$ cat src/rtl/wave_gen_mc.sv
// wave_gen_mc: multi-channel waveform generator.
//
// A loadable prescaler produces a sample strobe (tick_o). Every channel owns a
// phase accumulator, an LFSR noise source and a shadowed function/phase/amp
// configuration that only switches at the channel's accumulator wrap, so a
// running waveform never glitches mid-cycle.
//
// Ports
//   clock_i     system clock, all state on the rising edge
//   rst_i       asynchronous active-high reset
//   ld_i        load prescaler period and counter from pl_i
//   pl_i        prescaler reload value
//   func_i      per-channel function select, channel c at [3c+2:3c]
//   phase_i     per-channel quarter-turn phase offset, channel c at [2c+1:2c]
//   amp_i       per-channel attenuation (right shift 0..3), channel c at [2c+1:2c]
//   tick_o      prescaler terminal pulse (sample strobe)
//   cnt_out_o   prescaler counter value
//   wave_out_o  registered samples, channel c at [W(c+1)-1:Wc]
//   sync_o      one-cycle pulse per channel accumulator wrap

// Per-channel datapath: accumulator, LFSR, shadow config and sample shaper.
module wave_gen_ch #(
    parameter int            W    = 8,
    parameter int            CH   = 0,
    parameter logic [W-1:0]  TAPS = 8'hB8
) (
    input  logic         clock_i,
    input  logic         rst_i,
    input  logic         tick_i,
    input  logic [2:0]   func_i,
    input  logic [1:0]   phase_i,
    input  logic [1:0]   amp_i,
    output logic [W-1:0] wave_o,
    output logic         sync_o
);
    typedef struct packed {
        logic [2:0] f;
        logic [1:0] ph;
        logic [1:0] a;
    } cfg_t;

    localparam logic [W-1:0] SEED = W'(CH + 1);

    cfg_t         cfg_q, cfg_d;
    logic [W-1:0] acc_q, acc_d;
    logic [W-1:0] lfsr_q, lfsr_d;
    logic [W-1:0] wave_q, wave_d;
    logic [W-1:0] p;
    logic [W-1:0] s;
    logic [W-1:0] tri_v;
    logic         load;

    assign sync_o = tick_i & (&acc_q);
    // An idle channel (func 000) follows its inputs every cycle; a running one
    // only takes new settings on its wrap.
    assign load   = sync_o | (cfg_q.f == 3'b000);
    assign p      = acc_q + {cfg_q.ph, {(W-2){1'b0}}};
    assign tri_v  = p[W-1] ? ~{p[W-2:0], 1'b0} : {p[W-2:0], 1'b0};

    always_comb begin
        s = '0;
        unique case (cfg_q.f)
            3'b000: s = '0;
            3'b001: s = p;
            3'b010: s = ~p;
            3'b011: s = tri_v;
            3'b100: s = {W{~p[W-1]}};
            3'b101: s = {W{p[W-1:W-2] == 2'b00}};
            3'b110: s = {p[W-1:W/2], {(W/2){1'b0}}};
            3'b111: s = lfsr_q;
            default: s = '0;
        endcase
    end

    always_comb begin
        acc_d  = acc_q;
        lfsr_d = lfsr_q;
        cfg_d  = cfg_q;
        if (tick_i) begin
            acc_d  = acc_q + 1'b1;
            lfsr_d = lfsr_q[0] ? ((lfsr_q >> 1) ^ TAPS) : (lfsr_q >> 1);
        end
        if (load) begin
            cfg_d.f  = func_i;
            cfg_d.ph = phase_i;
            cfg_d.a  = amp_i;
        end
        wave_d = s >> cfg_q.a;
    end

    always_ff @(posedge clock_i or posedge rst_i) begin
        if (rst_i) begin
            cfg_q  <= '0;
            acc_q  <= '0;
            lfsr_q <= SEED;
            wave_q <= '0;
        end else begin
            cfg_q  <= cfg_d;
            acc_q  <= acc_d;
            lfsr_q <= lfsr_d;
            wave_q <= wave_d;
        end
    end

    assign wave_o = wave_q;
endmodule

module wave_gen_mc #(
    parameter int            W         = 8,
    parameter int            N_CH      = 2,
    parameter int            DIV_W     = 9,
    parameter logic [W-1:0]  LFSR_TAPS = 8'hB8
) (
    input  logic                clock_i,
    input  logic                rst_i,
    input  logic                ld_i,
    input  logic [DIV_W-1:0]    pl_i,
    input  logic [3*N_CH-1:0]   func_i,
    input  logic [2*N_CH-1:0]   phase_i,
    input  logic [2*N_CH-1:0]   amp_i,
    output logic                tick_o,
    output logic [DIV_W-1:0]    cnt_out_o,
    output logic [W*N_CH-1:0]   wave_out_o,
    output logic [N_CH-1:0]     sync_o
);
    logic [DIV_W-1:0]           cnt_q, cnt_d;
    logic [DIV_W-1:0]           pl_q, pl_d;
    logic [N_CH-1:0][W-1:0]     wave;

    // A load on the terminal count wins: it reloads and swallows the tick.
    assign tick_o    = (&cnt_q) & ~ld_i;
    assign cnt_out_o = cnt_q;

    always_comb begin
        pl_d  = pl_q;
        cnt_d = cnt_q;
        if (ld_i) begin
            pl_d  = pl_i;
            cnt_d = pl_i;
        end else if (&cnt_q) begin
            cnt_d = pl_q;
        end else begin
            cnt_d = cnt_q + 1'b1;
        end
    end

    always_ff @(posedge clock_i or posedge rst_i) begin
        if (rst_i) begin
            cnt_q <= '0;
            pl_q  <= '0;
        end else begin
            cnt_q <= cnt_d;
            pl_q  <= pl_d;
        end
    end

    for (genvar c = 0; c < N_CH; c++) begin : g_ch
        wave_gen_ch #(
            .W    (W),
            .CH   (c),
            .TAPS (LFSR_TAPS)
        ) u_ch (
            .clock_i (clock_i),
            .rst_i   (rst_i),
            .tick_i  (tick_o),
            .func_i  (func_i[3*c +: 3]),
            .phase_i (phase_i[2*c +: 2]),
            .amp_i   (amp_i[2*c +: 2]),
            .wave_o  (wave[c]),
            .sync_o  (sync_o[c])
        );
    end

    assign wave_out_o = wave;
endmodule

$ cat config.mk
export PLATFORM = sky130hd
export DESIGN_NAME = wave_gen_mc
export DESIGN_NICKNAME = d
export VERILOG_FILES = /design/src/rtl/wave_gen_mc.sv
export SDC_FILE = /design/constraint.sdc
export NUM_CORES = 1
export LEC_CHECK = 0
export ABC_AREA = 1
export BUFFER_PORTS_ARGS = -buffer_cell sky130_fd_sc_hd__buf_2
export CAP_MARGIN = 10
export CELL_PAD_IN_SITES_DETAIL_PLACEMENT = 0
export CELL_PAD_IN_SITES_GLOBAL_PLACEMENT = 1
export CORE_ASPECT_RATIO = 0.6
export CORE_UTILIZATION = 43
export DETAILED_ROUTE_END_ITERATION = 7
export PLACE_DENSITY = 0.83
export SLEW_MARGIN = 20
export SYNTH_ARGS = -nofsm -noshare
export SYNTH_HDL_FRONTEND = slang
export SYNTH_SLANG_ARGS = --single-unit
$ cat constraint.sdc
create_clock -name clock_i -period 3.1 [get_ports clock_i]
set_clock_uncertainty 0.1 [all_clocks]
set_input_delay 0.155 -clock clock_i [delete_from_list [all_inputs] [get_ports clock_i]]
set_output_delay 0.155 -clock clock_i [all_outputs]
set_load 0.05 [all_outputs]
======== After elaboration in Yosys (flattened, before gate mapping) ========
Cells that the tools add are included.
word-level totals
  output and inout bits ................... 28
  flip-flop bits (word level) ............. 80
  bits of input ports ..................... 26
  word-level logic and storage cells ...... 64
operators by class
  bitwise gates (word level) .............. 14
  reduce and logical (&&, ||, !) cells .... 7
  multiplexer cells ....................... 8
  add/subtract/negate cells ............... 5
  shift operators ......................... 2
  eq/ne operators ......................... 14
operator list
  cell                                                             count
  8-bit case mux with 8 select lines                               2
  8-bit 2-to-1 mux                                                 4
  8-bit inverter                                                   4
  3-bit == test, second input constant                             8
  9-bit 2-to-1 mux                                                 2
  8-bit by 1-bit adder with 8-bit output, second input constant    2
  8-bit adder                                                      2
  8-bit AND reduction                                              2
  8-bit by 2-bit right shift with 8-bit output                     2
  3-bit by 2-bit == test with 1-bit output, second input constant  4
  9-bit by 1-bit adder with 9-bit output, second input constant    1
  9-bit AND reduction                                              1
  3-bit inverter with 4-bit output                                 2
  3-bit by 1-bit == test with 1-bit output, second input constant  2
  3-bit zero test                                                  2
  2-bit zero test                                                  2
  1-bit AND                                                        3
  1-bit inverter                                                   3
  1-bit OR                                                         2

======== Depth between registers and ports, before layout ========
Gate-level depths: netlist (run 1).
  word-level depth ........................ 5
  gate-level depth with buffers ........... 16
  gate-level depth less buffers ........... 14

======== Hierarchy ========
Synthesis (run 1) repeated with hierarchy kept, for this count alone.
second synthesis, totals
  cell total of the unflattened synthesis .. 638
  area, all modules ....................... 4,674.5 sq um
by module, submodules not included
  module       seq. area each (sq um)  area each (sq um)  times used  cells an instance
  wave_gen_ch  777.0                   1,884.3            2           261
  wave_gen_mc  450.4                   905.9              1           116

======== Worst setup path after synthesis (run 1) ========
OpenSTA, ideal clock, no wires.
  path type ............................... register to register
  start ................................... register cnt_q[0], in the netlist cnt_out_o[0]
  end ..................................... register g_ch[0].u_ch.acc_q[1]
  arrival time ............................ 2,610 ps
  data required time ...................... 2,841 ps
  stages on the path, launching flop included .. 11
  clock period less this slack ............ 2,869 ps
  path slack .............................. 231 ps
  setup time .............................. 159 ps
  path buffers ............................ 2
  path through ............................ dfrtp_1 ha_1 nand2_1 nor3b_1 and3_1 ha_1 buf_4 nand2_8 inv_6 clkbuf_1 o21ai_0
between the ends
  cells in the longest elaborated chain, start to end .. 2
ends and longest elaborated chain
  what                      RTL line  text
  start: declaration        126       logic [DIV_W-1:0] cnt_q, cnt_d;
  start signal: assignment  152       cnt_q <= cnt_d;
  9-bit AND reduction       131       assign tick_o = (&cnt_q) & ~ld_i;
  1-bit AND                 131
  net tick_o                121       output logic tick_o,
  end signal: assignment    94        acc_q <= '0;
  end signal: assignment    99        acc_q <= acc_d;
  end: declaration          45        logic [W-1:0] acc_q, acc_d;
The timed path passes the listed nets, and every way through them passes these cells.
A chain may end at the register's enable or synchronous reset.

======== Worst setup path after layout (run 1) ========
  start ................................... register cnt_q[0], in the netlist cnt_out_o[0]
  end ..................................... output sync_o[0]
between the ends
  cells in the longest elaborated chain, start to end .. 3
ends and longest elaborated chain
  what                 RTL line  text
  9-bit AND reduction  131
  1-bit AND            131
  1-bit AND            53        assign sync_o = tick_i & (&acc_q);
  end: declaration     124       output logic [N_CH-1:0] sync_o
No other way between the ends.

==> results.ini, run 1 <==
[sta]
max_freq_ghz = 0.348
period_share_pct = 92.8
worst_pin_slew_ns = 0.566
max_slew_margin_pct = 62.2
setup_ws_ns = 0.224
setup_viol = 0
fin_setup_tns_ns = 0
fin_crit_ns = 2.88
slew_violations = 0
hold_violations = 0
rsz0062_at_grt = false

[worst_setup_path]
critPathLaunch = cnt_out_o[0]
rrSetupSlack_ns = 0.51
cp_slowest_stage_delay_ns = 0.40
crit_family = simple AND/OR/NAND/NOR gates
start_kind = flop
required_ns = 2.84
crit_chain = ha_1, nand2_1, nor3b_2, and3_1, ha_2, nand2_8, nor2_4, nand3_2, nor2_4, nand3_2, inv_1, buf_4
cp.arrival_ns = 2.62
critPathMaxFanout = 30
crit_path_end_kind = primary output
timing.rr.end = g_ch[1].u_ch.cfg_q[1]
worstSetupPathType = reg -> out
crit_slowest_cell = dfrtp_1
rr_worst_depth = 14
r2r-start = cnt_out_o[0]
path_buf_inv = 2

[final_layout]
seq_area_sq_mm = 0.00200
fill_cells = 918
multi_input_area_sq_mm = 0.00219
area_growth_pct = 20.2
diodes = 0
drive_above_1_share_pct = 17.3
fin_nets = 699

[power]
power_mw = 3.47
p_leak_nw = 2.85
ir_worst_vdd_v = 0.000395
powerDensity_mw_per_mm2 = 638

[worst_hold_path]
hp-start = ld_i
hold_path.class = in -> reg
hold_path_end = cnt_out_o[4]
holdPathStages = 3

[synth]
synth-async-reset-ratio_pct = 100
syn_area_sq_mm = 0.00453
ys_types = 38
ys_seq_area_share_pct = 44.2
synth_warnings = 0
syn-instance-count = 596
syn-num-nets = 628
synthFlopType = dfrtp_1
yosys_register_bits = 80
syn_area_per_cell_sq_um = 7.60
synth_edf_count = 0

[drt]
first_iter_violations = 280
vias = 4041
vias_per_cell = 5.01
antenna_left = 0
dr.pass1.iters = 5
wl_per_cell_um = 13.4
wirelength_um = 10800
drc = 0

[flow_run]
maxCapViolCount = 0

[cts]
cts_tree = yes
clock_path_buffers = 2
root_buffer = clkbuf_16
htree_levels = 3
numCtsBuffers = 9
cts.clk_slew.worst_paths_ns = 0.06
cts_setup_buffers = 0
clock_latency_ns = 0.34
cts.sinks = 80

[die]
rows = 28
die_x_um = 135
chipHeight_um = 81.5
coreArea_sq_mm = 0.0101
start_util_pct = 45.1
io_pins = 54
dieArea_sq_mm = 0.0110

[outcome]
status = complete, no violations

[placed_design]
gp_congestion = 0.876
dpl.hpwl_um = 7910
io_buffers = 53
pre_cts_slack_ns = 0.362

[global_route]
antenna_found_initial = 0
busiest_layer = met1
grt_max_degree = 33
track_usage_pct = 21.2
grtUsageMet1_pct = 32.4
overflow = 0
grt_pass1_wl_um = 17900
grt_pass1_vias = 3617
use_met3_pct = 6.05
use_met2_pct = 28.6

==> worst max-delay path by stage <==
stage	endpoint	cells after the start	slack, ns
finish	sync_o[0]	12	0.22
global route	sync_o[0]	12	0.04
CTS	sync_o[0]	12	0.04
detailed placement	sync_o[0]	12	0.36
global placement	sync_o[0]	12	0.43
floorplan	g_ch[0].u_ch.acc_q[1]	10	0.23
==> stage by stage <==
stage / util, % / instances / cell area, sq um / hold slack [ns]
after floorplan: - / 596 / 4530 / 0.164
after global placement: 48.4 / 767 / 4870 / 0.128
after detailed placement: 48.4 / 767 / 4870 / 0.130
after CTS: 54.0 / 806 / 5430 / 0.182
after global routing: 54.1 / 806 / 5440 / 0.214
final: 54.1 / 806 / 5440 / 0.187
==> per-layer routing <==
layer	vias to the layer above	share of wire [%]
met1	1862	54
met2	128	38
met4	0	0.69
met5	-	0
met3	12	7.3
li1	2039	-
==> sequential cells by signal, summed over array words and instances, names as in the netlist <==
register	cells
g_ch.u_ch.acc_q	16
g_ch.u_ch.lfsr_q	16
g_ch.u_ch.wave_o	16
g_ch.u_ch.cfg_q	14
cnt_out_o	9
pl_q	9
==> cells in the final DEF (no fill, tap or decap), types with 6 or more instances in the layout <==
master	count
nand2_1	231
clkbuf_16	9
nor2_1	21
o21ai_2	6
nand2_2	9
inv_2	7
dfrtp_1	78
xnor2_1	8
nand4_1	12
a21oi_1	9
nand3_1	56
buf_2	52
xor2_1	15
dlygate4sd3_1	24
inv_1	43
o21ai_0	39
==> logic make-up after synthesis <==
family                     share of synthesized area [%]
adders and majority gates                           1.66
and+or+nand+nor                                     34.5
DFF                                                 44.2
xor gates and xnor gates                            4.45
buffers and inverters                               7.59
AOI/OAI and AO/OA                                   7.54
==> Yosys cell counts, types with 2 or more instances <==
master | number | area share (%)
nand2_1 | 231 | 19
dfrtp_1 | 78 | 43
nand3_1 | 56 | 6.2
inv_1 | 44 | 3.6
o21ai_0 | 39 | 4.3
nor2_1 | 21 | 1.7
xor2_1 | 15 | 2.9
nand4_1 | 12 | 1.7
a21oi_1 | 9 | 0.99
clkbuf_1 | 9 | 0.75
nand2_2 | 9 | 1.2
xnor2_1 | 8 | 1.5
inv_2 | 7 | 0.58
ha_1 | 6 | 1.7
o21ai_2 | 6 | 1.2
nor3_1 | 4 | 0.44
o21ai_1 | 4 | 0.44
buf_1 | 3 | 0.25
buf_2 | 3 | 0.33
buf_4 | 3 | 0.50
nand3_2 | 3 | 0.66
nor2_2 | 3 | 0.41
nor3_4 | 3 | 1.1
buf_6 | 2 | 0.50
clkinv_1 | 2 | 0.17
dfstp_2 | 2 | 1.2
nor2_4 | 2 | 0.50
nor4_1 | 2 | 0.28
==> layout make-up <==
| type | count | area share [%] |
|---|---|---|
| Sequential cell | 80 | 36.8 |
| Clock inverter | 6 | 1.70 |
| Inverter | 55 | 4.05 |
| Multi-Input combinational cell | 440 | 40.3 |
| Tap cell | 135 | 3.10 |
| Timing Repair Buffer | 81 | 9.88 |
| Clock buffer | 9 | 4.14 |
==> power by group <==
| part | total, mW | internal [mW] | switching, mW |
|---|---|---|---|
| Sequential | 1.27 | 1.16 | 0.111 |
| Combinational | 1.07 | 0.314 | 0.752 |
| Clock | 1.13 | 0.705 | 0.430 |
==> tightest hold or removal path: cells and delay by family <==
kind	cells	cell delay [ns]
simple gates	2	0.18
buf+inv	1	0.25
==> timing repair <==
action,4_1_cts,5_1_grt
hold buffers,24,0
setup endpoints to repair,1,2
gates resized for setup,1,3
hold endpoints to repair,62,0
cloned,0,0
(Power assumes the default switching activity.)
==> run 2: changes to the inputs <==
--- a/config.mk
+++ b/config.mk
@@ -13,8 +13,9 @@
 export CORE_ASPECT_RATIO = 0.6
 export CORE_UTILIZATION = 43
 export DETAILED_ROUTE_END_ITERATION = 7
-export PLACE_DENSITY = 0.83
+export PLACE_DENSITY_LB_ADDON = 0.1
 export SLEW_MARGIN = 20
 export SYNTH_ARGS = -nofsm -noshare
 export SYNTH_HDL_FRONTEND = slang
+export SYNTH_HIERARCHICAL = 1
 export SYNTH_SLANG_ARGS = --single-unit
==> results.ini, run 2 <==
[outcome]
status = complete, no violations

[die]
io_pins = 54
die_x_um = 137
start_util_pct = 44.3
coreArea_sq_mm = 0.0106
rows = 29
dieArea_sq_mm = 0.0113
chipHeight_um = 82.8

[drt]
wirelength_um = 11800
dr.pass1.iters = 5
antenna_left = 0
vias = 4289
first_iter_violations = 314
vias_per_cell = 5.03
drc = 0
wl_per_cell_um = 13.8

[sta]
fin_setup_tns_ns = 0
setup_viol = 0
max_slew_margin_pct = 51.5
rsz0062_at_grt = false
hold_violations = 0
slew_violations = 0
worst_pin_slew_ns = 0.727
fin_crit_ns = 2.90
max_freq_ghz = 0.345
period_share_pct = 93.5

[cts]
htree_levels = 3
cts_tree = yes
cts.sinks = 80
clock_latency_ns = 0.34
clock_path_buffers = 2
cts.clk_slew.worst_paths_ns = 0.06
root_buffer = clkbuf_16
cts_setup_buffers = 0
cts_resized = 0
numCtsBuffers = 9

[synth]
yosys_register_bits = 80
ys_types = 32
synth_warnings = 6
syn-instance-count = 638
synth.top_cells.by_count = nand2_1 (231), dfrtp_1 (78), inv_1 (65), nand3_1 (65), o21ai_0 (45)
synth.most_common_cell = nand2_1
syn-num-nets = 670
post-synth-top-area-cell = dfrtp_1
ys_seq_area_share_pct = 42.9
synth_edf_count = 0
syn_area_sq_mm = 0.00467
synthFlopType = dfrtp_1
synth-async-reset-ratio_pct = 100
yosysTopAreaCellShare_pct = 41.8
syn_area_per_cell_sq_um = 7.33
synth.area.top_cells = dfrtp_1 (42%), nand2_1 (19%), nand3_1 (7.0%), inv_1 (5.2%), o21ai_0 (4.8%)

[power]
p_leak_nw = 2.98
ir_worst_vdd_v = 0.000518
powerDensity_mw_per_mm2 = 827

[final_layout]
layout_commonest_cell = nand2_1
final_core_util_pct = 52.7
area_growth_pct = 19.0
diodes = 0
final_cell_mix = nand2_1 (231), dfrtp_1 (73), inv_1 (65), nand3_1 (65), buf_2 (53)
fin_nets = 741
drive_above_1_share_pct = 17.2

[worst_setup_path]
critPathMaxFanout = 11
start_kind = flop
required_ns = 2.84
cp.arrival_ns = 2.64
worstSetupPathType = reg -> out
crit_path_end_kind = primary output

[placed_design]
io_buffers = 53
gp_congestion = 0.906
dpl.hpwl_um = 8830

[global_route]
antenna_found_initial = 0
track_usage_pct = 22.9
overflow = 0
grt_max_degree = 32
grt_pass1_wl_um = 19200
grt_pass1_vias = 3718

[flow_run]
maxCapViolCount = 0

[worst_hold_path]
hold_path.class = in -> reg

-- run 2: cell count changes in the layout (fill, tap and decap cells not counted), moves of 5 or more --
cell / change
nand3_1: +9
o21ai_0: +6
dfrtp_2: +5
inv_1: +22
xor2_1: -5
dfrtp_1: -5
nor2_1: +13
-- run 2: report_power, final --
group / switching, mW / internal, mW
Clock: 0.445 / 0.567
Combinational: 1.48 / 0.612
Sequential: 0.229 / 1.26
Total: 2.16 / 2.44
-- run 2: kinds of logic after synthesis --
family | synth area share, %
compound gates | 8.08
xor+xnor | 3.37
fa+ha+maj | 1.61
buf+inv | 9.13
flops | 42.9
simple gates | 34.9
-- run 2: worst paths after layout --
path / start / endpoint / slack [ns] / depth (start not counted)
worst min register to register: pl_q[0] / pl_q[0] / 0.37 / 2
worst max register to register: cnt_out_o[1] / g_ch[0].u_ch/acc_q[7] / 0.32 / 10
worst min-delay path: ld_i / cnt_out_o[4] / 0.15 / 3
min in group asynchronous: rst_i / g_ch[1].u_ch/lfsr_q[3] / 0.37 / 4
max in group asynchronous: rst_i / cnt_out_o[0] / 1.99 / 3
worst max-delay path: cnt_out_o[1] / sync_o[0] / 0.20 / 11
-- run 2: cell type report --
type / instances / area (sq um)
clock buffer: 12 / 246
clock inverter: 4 / 28.8
fill: 1048 / 5000
inverter: 75 / 282
multi-input combinational: 461 / 2280
sequential: 80 / 2010
tap: 139 / 174
timing repair buffer: 82 / 543
-- run 2: critical path, stage by stage (launching register included) --
cell and delay [ns]:
dfrtp_2 0.40, ha_4 0.14, nand2_1 0.09, nor4_1 0.27, ha_1 0.21, inv_1 0.08
nor2_4 0.28, nand2_4 0.13, nor4_4 0.20, nand2_2 0.14, nor2_4 0.08, buf_2 0.26
-- run 2: repair_timing --
| item | in CTS | in global routing |
|---|---|---|
| setup endpoints to repair | 0 | 1 |
| hold buffers | 24 | 0 |
| endpoints found under the hold margin | 110 | 0 |
-- run 2: metal layers --
layer  GRT usage, %  wire (um)  share of wire [%]  up-vias
met5              0          0                  0        -
met3           7.08        964                8.2        8
li1               -          -                  -     2148
met2           29.3       4340                 37      144
met1           35.5       6390                 54     1989
met4           6.00        118                1.0        0
-- run 2: stage by stage --
step	power (mW)	hold WS, ns	worst slack [ns]	std cells	instance area [sq um]
after CTS	4.60	0.148	0.145	853	5560
after global routing	4.99	0.205	0.000983	853	5560
after floorplan	3.13	-0.00677	0.00262	638	4730
final	4.60	0.154	0.202	853	5560
after detailed placement	3.55	0.198	0.290	813	5050
after global placement	3.54	0.195	0.366	813	5050
